[config.mk]
export PLATFORM = sky130hd
export DESIGN_NAME = sram_arbiter
export DESIGN_NICKNAME = d
export VERILOG_FILES = /design/src/rtl/cpu_defs.sv /design/src/rtl/sram_port_mux.sv /design/src/rtl/sram_arbiter.sv
export SDC_FILE = /design/constraint.sdc
export NUM_CORES = 1
export LEC_CHECK = 0
export ABC_AREA = 1
export CAP_MARGIN = 20
export CORE_AREA = 8 8 96 98
export CTS_CLUSTER_DIAMETER = 120
export DETAILED_ROUTE_END_ITERATION = 10
export DIE_AREA = 0 0 104 106
export GPL_TIMING_DRIVEN = 1
export PLACE_DENSITY = 0.73
export SLEW_MARGIN = 10
export SYNTH_ARGS = -nofsm -noshare
export SYNTH_HDL_FRONTEND = slang
export SYNTH_SLANG_ARGS = --single-unit
[constraint.sdc]
create_clock -name clk -period 2.6 [get_ports clk]
set_clock_uncertainty 0.2 [all_clocks]
set_input_delay 0.39 -clock clk [delete_from_list [all_inputs] [get_ports clk]]
set_output_delay 0.39 -clock clk [all_outputs]
set_load 0.03 [all_outputs]
[src/rtl/cpu_defs.sv]
`default_nettype none
// ============================================================================
// Module      : cpu_defs (package)
// Description : Shared CPU definitions. Holds the SRAM word-address width
//               default and the encodings used by the SRAM arbiter:
//                 arb_state_e - arbiter FSM state (idle / busy for IF / MEM)
//                 arb_owner_e - which requester currently drives the SRAM
// Revision    : 1.0 - initial release
// ============================================================================
package cpu_defs;

    localparam int c_SRAM_AW_DEFAULT = 20;

    typedef enum logic [1:0] {
        S_IDLE     = 2'd0,
        S_BUSY_IF  = 2'd1,
        S_BUSY_MEM = 2'd2
    } arb_state_e;

    typedef enum logic [1:0] {
        OWN_NONE = 2'd0,
        OWN_IF   = 2'd1,
        OWN_MEM  = 2'd2
    } arb_owner_e;

endpackage : cpu_defs
`default_nettype wire

[src/rtl/sram_port_mux.sv]
`default_nettype none
// ============================================================================
// Module      : sram_port_mux
// Description : Combinational SRAM port steering. Drives the SRAM address,
//               write data and active-low enables from whichever requester
//               owns the bus this cycle; parks the bus at idle values when
//               nobody owns it.
// Ports       : i_owner      - current bus owner (none / IF / MEM)
//               i_busy       - second (BUSY) cycle of the access
//               i_write      - owner access is a write (MEM only)
//               i_if_addr    - fetch byte address
//               i_mem_addr   - MEM byte address
//               i_mem_wdata  - MEM write data
//               i_mem_be_n   - MEM byte enables, active low
//               o_sram_*     - SRAM pins
// Revision    : 1.0 - initial release
// ============================================================================
module sram_port_mux
    import cpu_defs::*;
#(
    parameter int SRAM_AW = c_SRAM_AW_DEFAULT
) (
    input  arb_owner_e           i_owner,
    input  logic                 i_busy,
    input  logic                 i_write,
    input  logic [31:0]          i_if_addr,
    input  logic [31:0]          i_mem_addr,
    input  logic [31:0]          i_mem_wdata,
    input  logic [3:0]           i_mem_be_n,
    output logic [SRAM_AW-1:0]   o_sram_addr,
    output logic [31:0]          o_sram_wdata,
    output logic                 o_sram_wdata_oe,
    output logic                 o_sram_ce_n,
    output logic                 o_sram_oe_n,
    output logic                 o_sram_we_n,
    output logic [3:0]           o_sram_be_n
);

    // Byte-lane and high address bits are not part of the SRAM word address.
    logic w_unused_addr_bits;
    assign w_unused_addr_bits = ^{i_if_addr[31:SRAM_AW+2], i_if_addr[1:0],
                                  i_mem_addr[31:SRAM_AW+2], i_mem_addr[1:0]};

    always_comb begin
        o_sram_addr     = '0;
        o_sram_wdata    = '0;
        o_sram_wdata_oe = 1'b0;
        o_sram_ce_n     = 1'b1;
        o_sram_oe_n     = 1'b1;
        o_sram_we_n     = 1'b1;
        o_sram_be_n     = 4'hF;
        case (i_owner)
            OWN_IF: begin
                o_sram_ce_n = 1'b0;
                o_sram_oe_n = 1'b0;
                o_sram_be_n = 4'h0;
                o_sram_addr = i_if_addr[SRAM_AW+1:2];
            end
            OWN_MEM: begin
                o_sram_ce_n     = 1'b0;
                o_sram_addr     = i_mem_addr[SRAM_AW+1:2];
                o_sram_be_n     = i_mem_be_n;
                o_sram_oe_n     = i_write;
                o_sram_wdata_oe = i_write;
                o_sram_wdata    = i_write ? i_mem_wdata : '0;
                // Write strobe only in the second cycle so address and data
                // are settled for a full cycle before WE falls.
                o_sram_we_n     = ~(i_write & i_busy);
            end
            default: ;
        endcase
    end

endmodule : sram_port_mux
`default_nettype wire

[src/rtl/sram_arbiter.sv]
`default_nettype none
// ============================================================================
// Module      : sram_arbiter
// Description : Two-requester arbiter for a single asynchronous SRAM shared by
//               instruction fetch (IF) and the MEM stage. MEM has fixed
//               priority. Every access takes two cycles: a grant cycle in
//               IDLE followed by one BUSY cycle in which read data is
//               returned and write strobe is asserted.
// Ports       : clk, rst                    - clock, sync active-high reset
//               if_req/if_addr              - fetch request / byte address
//               if_rdata/if_stall           - fetch read data / stall
//               mem_req/mem_we/mem_addr     - MEM request, direction, address
//               mem_wdata/mem_be_n          - MEM write data, byte enables
//               mem_rdata/mem_stall         - MEM read data / stall
//               sram_*                      - SRAM pins (enables active low)
// Revision    : 1.0 - initial release
// ============================================================================
module sram_arbiter
    import cpu_defs::*;
#(
    parameter int SRAM_AW = c_SRAM_AW_DEFAULT
) (
    input  logic                 clk,
    input  logic                 rst,
    input  logic                 if_req,
    input  logic [31:0]          if_addr,
    output logic [31:0]          if_rdata,
    output logic                 if_stall,
    input  logic                 mem_req,
    input  logic                 mem_we,
    input  logic [31:0]          mem_addr,
    input  logic [31:0]          mem_wdata,
    input  logic [3:0]           mem_be_n,
    output logic [31:0]          mem_rdata,
    output logic                 mem_stall,
    output logic [SRAM_AW-1:0]   sram_addr,
    output logic [31:0]          sram_wdata,
    output logic                 sram_wdata_oe,
    input  logic [31:0]          sram_rdata,
    output logic                 sram_ce_n,
    output logic                 sram_oe_n,
    output logic                 sram_we_n,
    output logic [3:0]           sram_be_n
);

    arb_state_e r_state;
    logic       r_mem_write;   // direction of the MEM access in flight

    arb_owner_e w_owner;
    logic       w_busy;
    logic       w_write;

    // Bus ownership: decided from live requests in IDLE (grant cycle), held
    // by the FSM state during the BUSY cycle. Reset parks the bus.
    always_comb begin
        w_owner = OWN_NONE;
        w_busy  = 1'b0;
        w_write = 1'b0;
        if (!rst) begin
            case (r_state)
                S_IDLE: begin
                    if (mem_req) begin
                        w_owner = OWN_MEM;
                        w_write = mem_we;
                    end else if (if_req) begin
                        w_owner = OWN_IF;
                    end
                end
                S_BUSY_IF: begin
                    w_owner = OWN_IF;
                    w_busy  = 1'b1;
                end
                S_BUSY_MEM: begin
                    w_owner = OWN_MEM;
                    w_busy  = 1'b1;
                    w_write = r_mem_write;
                end
                default: ;
            endcase
        end
    end

    always_ff @(posedge clk) begin
        if (rst) begin
            r_state     <= S_IDLE;
            r_mem_write <= 1'b0;
        end else begin
            case (r_state)
                S_IDLE: begin
                    if (mem_req) begin
                        r_state     <= S_BUSY_MEM;
                        r_mem_write <= mem_we;
                    end else if (if_req) begin
                        r_state <= S_BUSY_IF;
                    end
                end
                S_BUSY_IF:  r_state <= S_IDLE;
                S_BUSY_MEM: r_state <= S_IDLE;
                default:    r_state <= S_IDLE;
            endcase
        end
    end

    // A requester is released only in its own BUSY cycle; in every other
    // cycle an active request is held off (grant cycle or losing side).
    assign if_stall  = ~rst & if_req  & (r_state != S_BUSY_IF);
    assign mem_stall = ~rst & mem_req & (r_state != S_BUSY_MEM);

    assign if_rdata  = (!rst && r_state == S_BUSY_IF) ? sram_rdata : 32'h0;
    assign mem_rdata = (!rst && r_state == S_BUSY_MEM && !r_mem_write) ?
                       sram_rdata : 32'h0;

    sram_port_mux #(
        .SRAM_AW (SRAM_AW)
    ) u_port_mux (
        .i_owner         (w_owner),
        .i_busy          (w_busy),
        .i_write         (w_write),
        .i_if_addr       (if_addr),
        .i_mem_addr      (mem_addr),
        .i_mem_wdata     (mem_wdata),
        .i_mem_be_n      (mem_be_n),
        .o_sram_addr     (sram_addr),
        .o_sram_wdata    (sram_wdata),
        .o_sram_wdata_oe (sram_wdata_oe),
        .o_sram_ce_n     (sram_ce_n),
        .o_sram_oe_n     (sram_oe_n),
        .o_sram_we_n     (sram_we_n),
        .o_sram_be_n     (sram_be_n)
    );

endmodule : sram_arbiter
`default_nettype wire

==> run metrics <==
worst hold start=r_mem_write; clk slew on worst S/H paths=0.03 ns; largest net degree at the start of global routing=35; Worst Reg-to-Reg Cells=5; Period Utilization, post-route=97.4%; residual DRC count=0; proportion of netlist area held by the largest area contributor=25.0%; CP max FO=10; Clock Tree Buf Depth=2; clock root cell=clkbuf_8; Worst-Skew Late Latency=0.22 ns; die height=106 um; sequential area share after synthesis=4.54%; Hold Path Class=reg2reg; CTS Hold Bufs=0; GPL Wtd Cong=0.759; Worst R2R End=r_mem_write; Setup-failing EPs final=0; vias in the first global route=2526; GRT Overall Usage=13.4%; synthesized flop and latch total=3; worst hold stages=2; width of the die=104 um; first-pass GRT wire length=12300 um; initial antenna violation count=0; CTS tree=done; post-synthesis net count=435; H-tree levels=1; first drt pass iteration count=4; relative slew slack=77.1%; DRT Wirelength=8530 um; Max VDD drop=189 uV; Tmin final=2.53 ns; final core utilization=49.0%; ant diodes=0; Switching Power=332 uW; post-synth top area cell=nor2_1; vias per inst=3.92; fillers=789; max cap viols=0; wire per inst=13.4 um; cell row count=33; Cell variety after synth=20; clock share of power=17.5%; I/O Buffers=238; fraction of layout cells with a size suffix above 1=33.6%; LEAKAGE=2.10 nW; Initial Util=16.9%; status=completed; Mean Syn Cell Area=4.53 um2; DP HPWL=7150 um; Int Power=455 uW; post-route setup slack=0.0670 ns; Max Freq=395 MHz; Max Slew Vio Count=0; worst r2r src=r_state[1]; WP data required=2.01 ns; post-route ant nets=0; num ports=263; CTS Sinks=3; Synth Instances=292; pre-CTS setup slack=-0.100 ns; sequential share of power=6.8%; vias=2500; Core Box Area=7850 um2; critical path class=in2out; Cell Area, Synth=1320 um2; Critical Path AT=1.94 ns; Hold EP=r_mem_write; DRT iter0 DRCs=81; Area contributors post-synth=nor2_1 25%, inv_1 21%, nand2_1 17%, a21oi_1 8.7%, ha_1 5.7%; combinational power share=75.7%; final net count=677; Yosys Warn Count=0; Final Hold Fails=0; crit start category=primary input; Die Area=11000 um2; Power Dens Cells=205 nW/um2; TritonCTS buffer count=3; FF-to-FF setup slack=1.47 ns; sw frac=42.2%; Setup crit end kind=primary output; Area Growth Syn to Fin=191%; worst-margin pin slew=0.343 ns; GRT overflow=0
-- cells in the final DEF (no fill, tap or decap), types with 2 or more instances in the layout --
cell type / instances
a21oi_1: 17
buf_12: 8
ha_4: 2
buf_4: 125
nand2_1: 57
nor2_2: 13
clkdlybuf4s50_1: 112
nand2_2: 4
nor2_1: 85
inv_1: 70
clkbuf_16: 4
inv_2: 3
clkbuf_8: 3
inv_4: 2
nor3_1: 2
ha_1: 3
dfxtp_2: 2
buf_6: 3
a21oi_2: 6
-- state kept, by name, indices dropped and copies added, names as in the netlist --
signal / flops
r_state: 2
r_mem_write: 1
-- final cells by class --
cell class | count | area (um2) | area share [%]
Sequential cell | 3 | 62.6 | 1.63
Timing Repair Buffer | 254 | 2370 | 61.7
Clock buffer | 4 | 45.0 | 1.17
Inverter | 75 | 287 | 7.45
Multi-Input combinational cell | 197 | 947 | 24.6
Tap cell | 105 | 131 | 3.41
-- cells by family after synthesis --
kind of cell	count (synthesis)	synth area share (%)
fa+ha+maj	6	5.68
simple gates	166	50.3
buf+inv	92	29.8
flops	3	4.54
compound gates	25	9.65
-- what timing repair did --
| item | in CTS | in global routing |
|---|---|---|
| pin swaps | 0 | 2 |
| setup endpoints to repair | 58 | 59 |
| gates resized for setup | 7 | 27 |
| buffers inserted | 0 | 1 |
| cloned | 0 | 4 |
-- through the flow --
stage | setup TNS, ns | cell area [um2] | total power, mW | hold slack (ns) | instances
2_1_floorplan | -0.304 | 1320 | 0.306 | 0.241 | 292
3_5_place_dp | -2.80 | 3600 | 0.618 | 0.266 | 629
5_1_grt | -0.128 | 3850 | 0.840 | 0.299 | 638
3_3_place_gp | -2.71 | 3600 | 0.613 | 0.252 | 629
4_1_cts | 0 | 3660 | 0.764 | 0.268 | 633
6_report | 0 | 3850 | 0.788 | 0.263 | 638
-- power groups by stage --
stage	clock network, mW	registers (mW)	logic, mW
final	0.138	0.0535	0.596
after global routing	0.146	0.0541	0.640
after CTS	0.140	0.0521	0.572
after floorplan	0	0.0518	0.254
after detailed placement	0	0.0523	0.566
after global placement	0	0.0522	0.560
-- layer usage --
layer | global-route usage (%) | part of all wire, % | vias up
met5 | 0 | 0 | -
met4 | 3.93 | 1.2 | 0
met3 | 4.11 | 8.3 | 7
met2 | 26.8 | 54 | 123
met1 | 12.9 | 37 | 1060
li1 | - | - | 1310
-- worst max-delay path, cell delays in order --
cell	delay [ns]
clkdlybuf4s50_1	0.48
nand2_1	0.07
o21ai_2	0.13
nand2_2	0.09
inv_2	0.08
ha_4	0.16
clkbuf_16	0.16
nand2_1	0.06
a21oi_2	0.14
buf_4	0.18
-- worst max-delay path by stage --
stage,startpoint,endpoint,cells after the start
6_report,if_req,sram_addr[14],10
5_1_grt,if_req,sram_addr[18],10
4_1_cts,if_req,sram_addr[18],9
3_5_place_dp,mem_req,sram_addr[14],11
3_3_place_gp,mem_req,sram_be_n[2],9
2_1_floorplan,r_state[0],sram_addr[0],9
-- synthesized netlist by cell type, drive strengths merged --
library cell  count
a211oi            1
a21oi            23
buf              13
clkbuf            4
dfxtp             3
ha                6
inv              75
nand2            61
nand3             2
nand4             1
nor2             98
nor3              2
o21ai             1
or2               2
(Power assumes the default switching activity.)
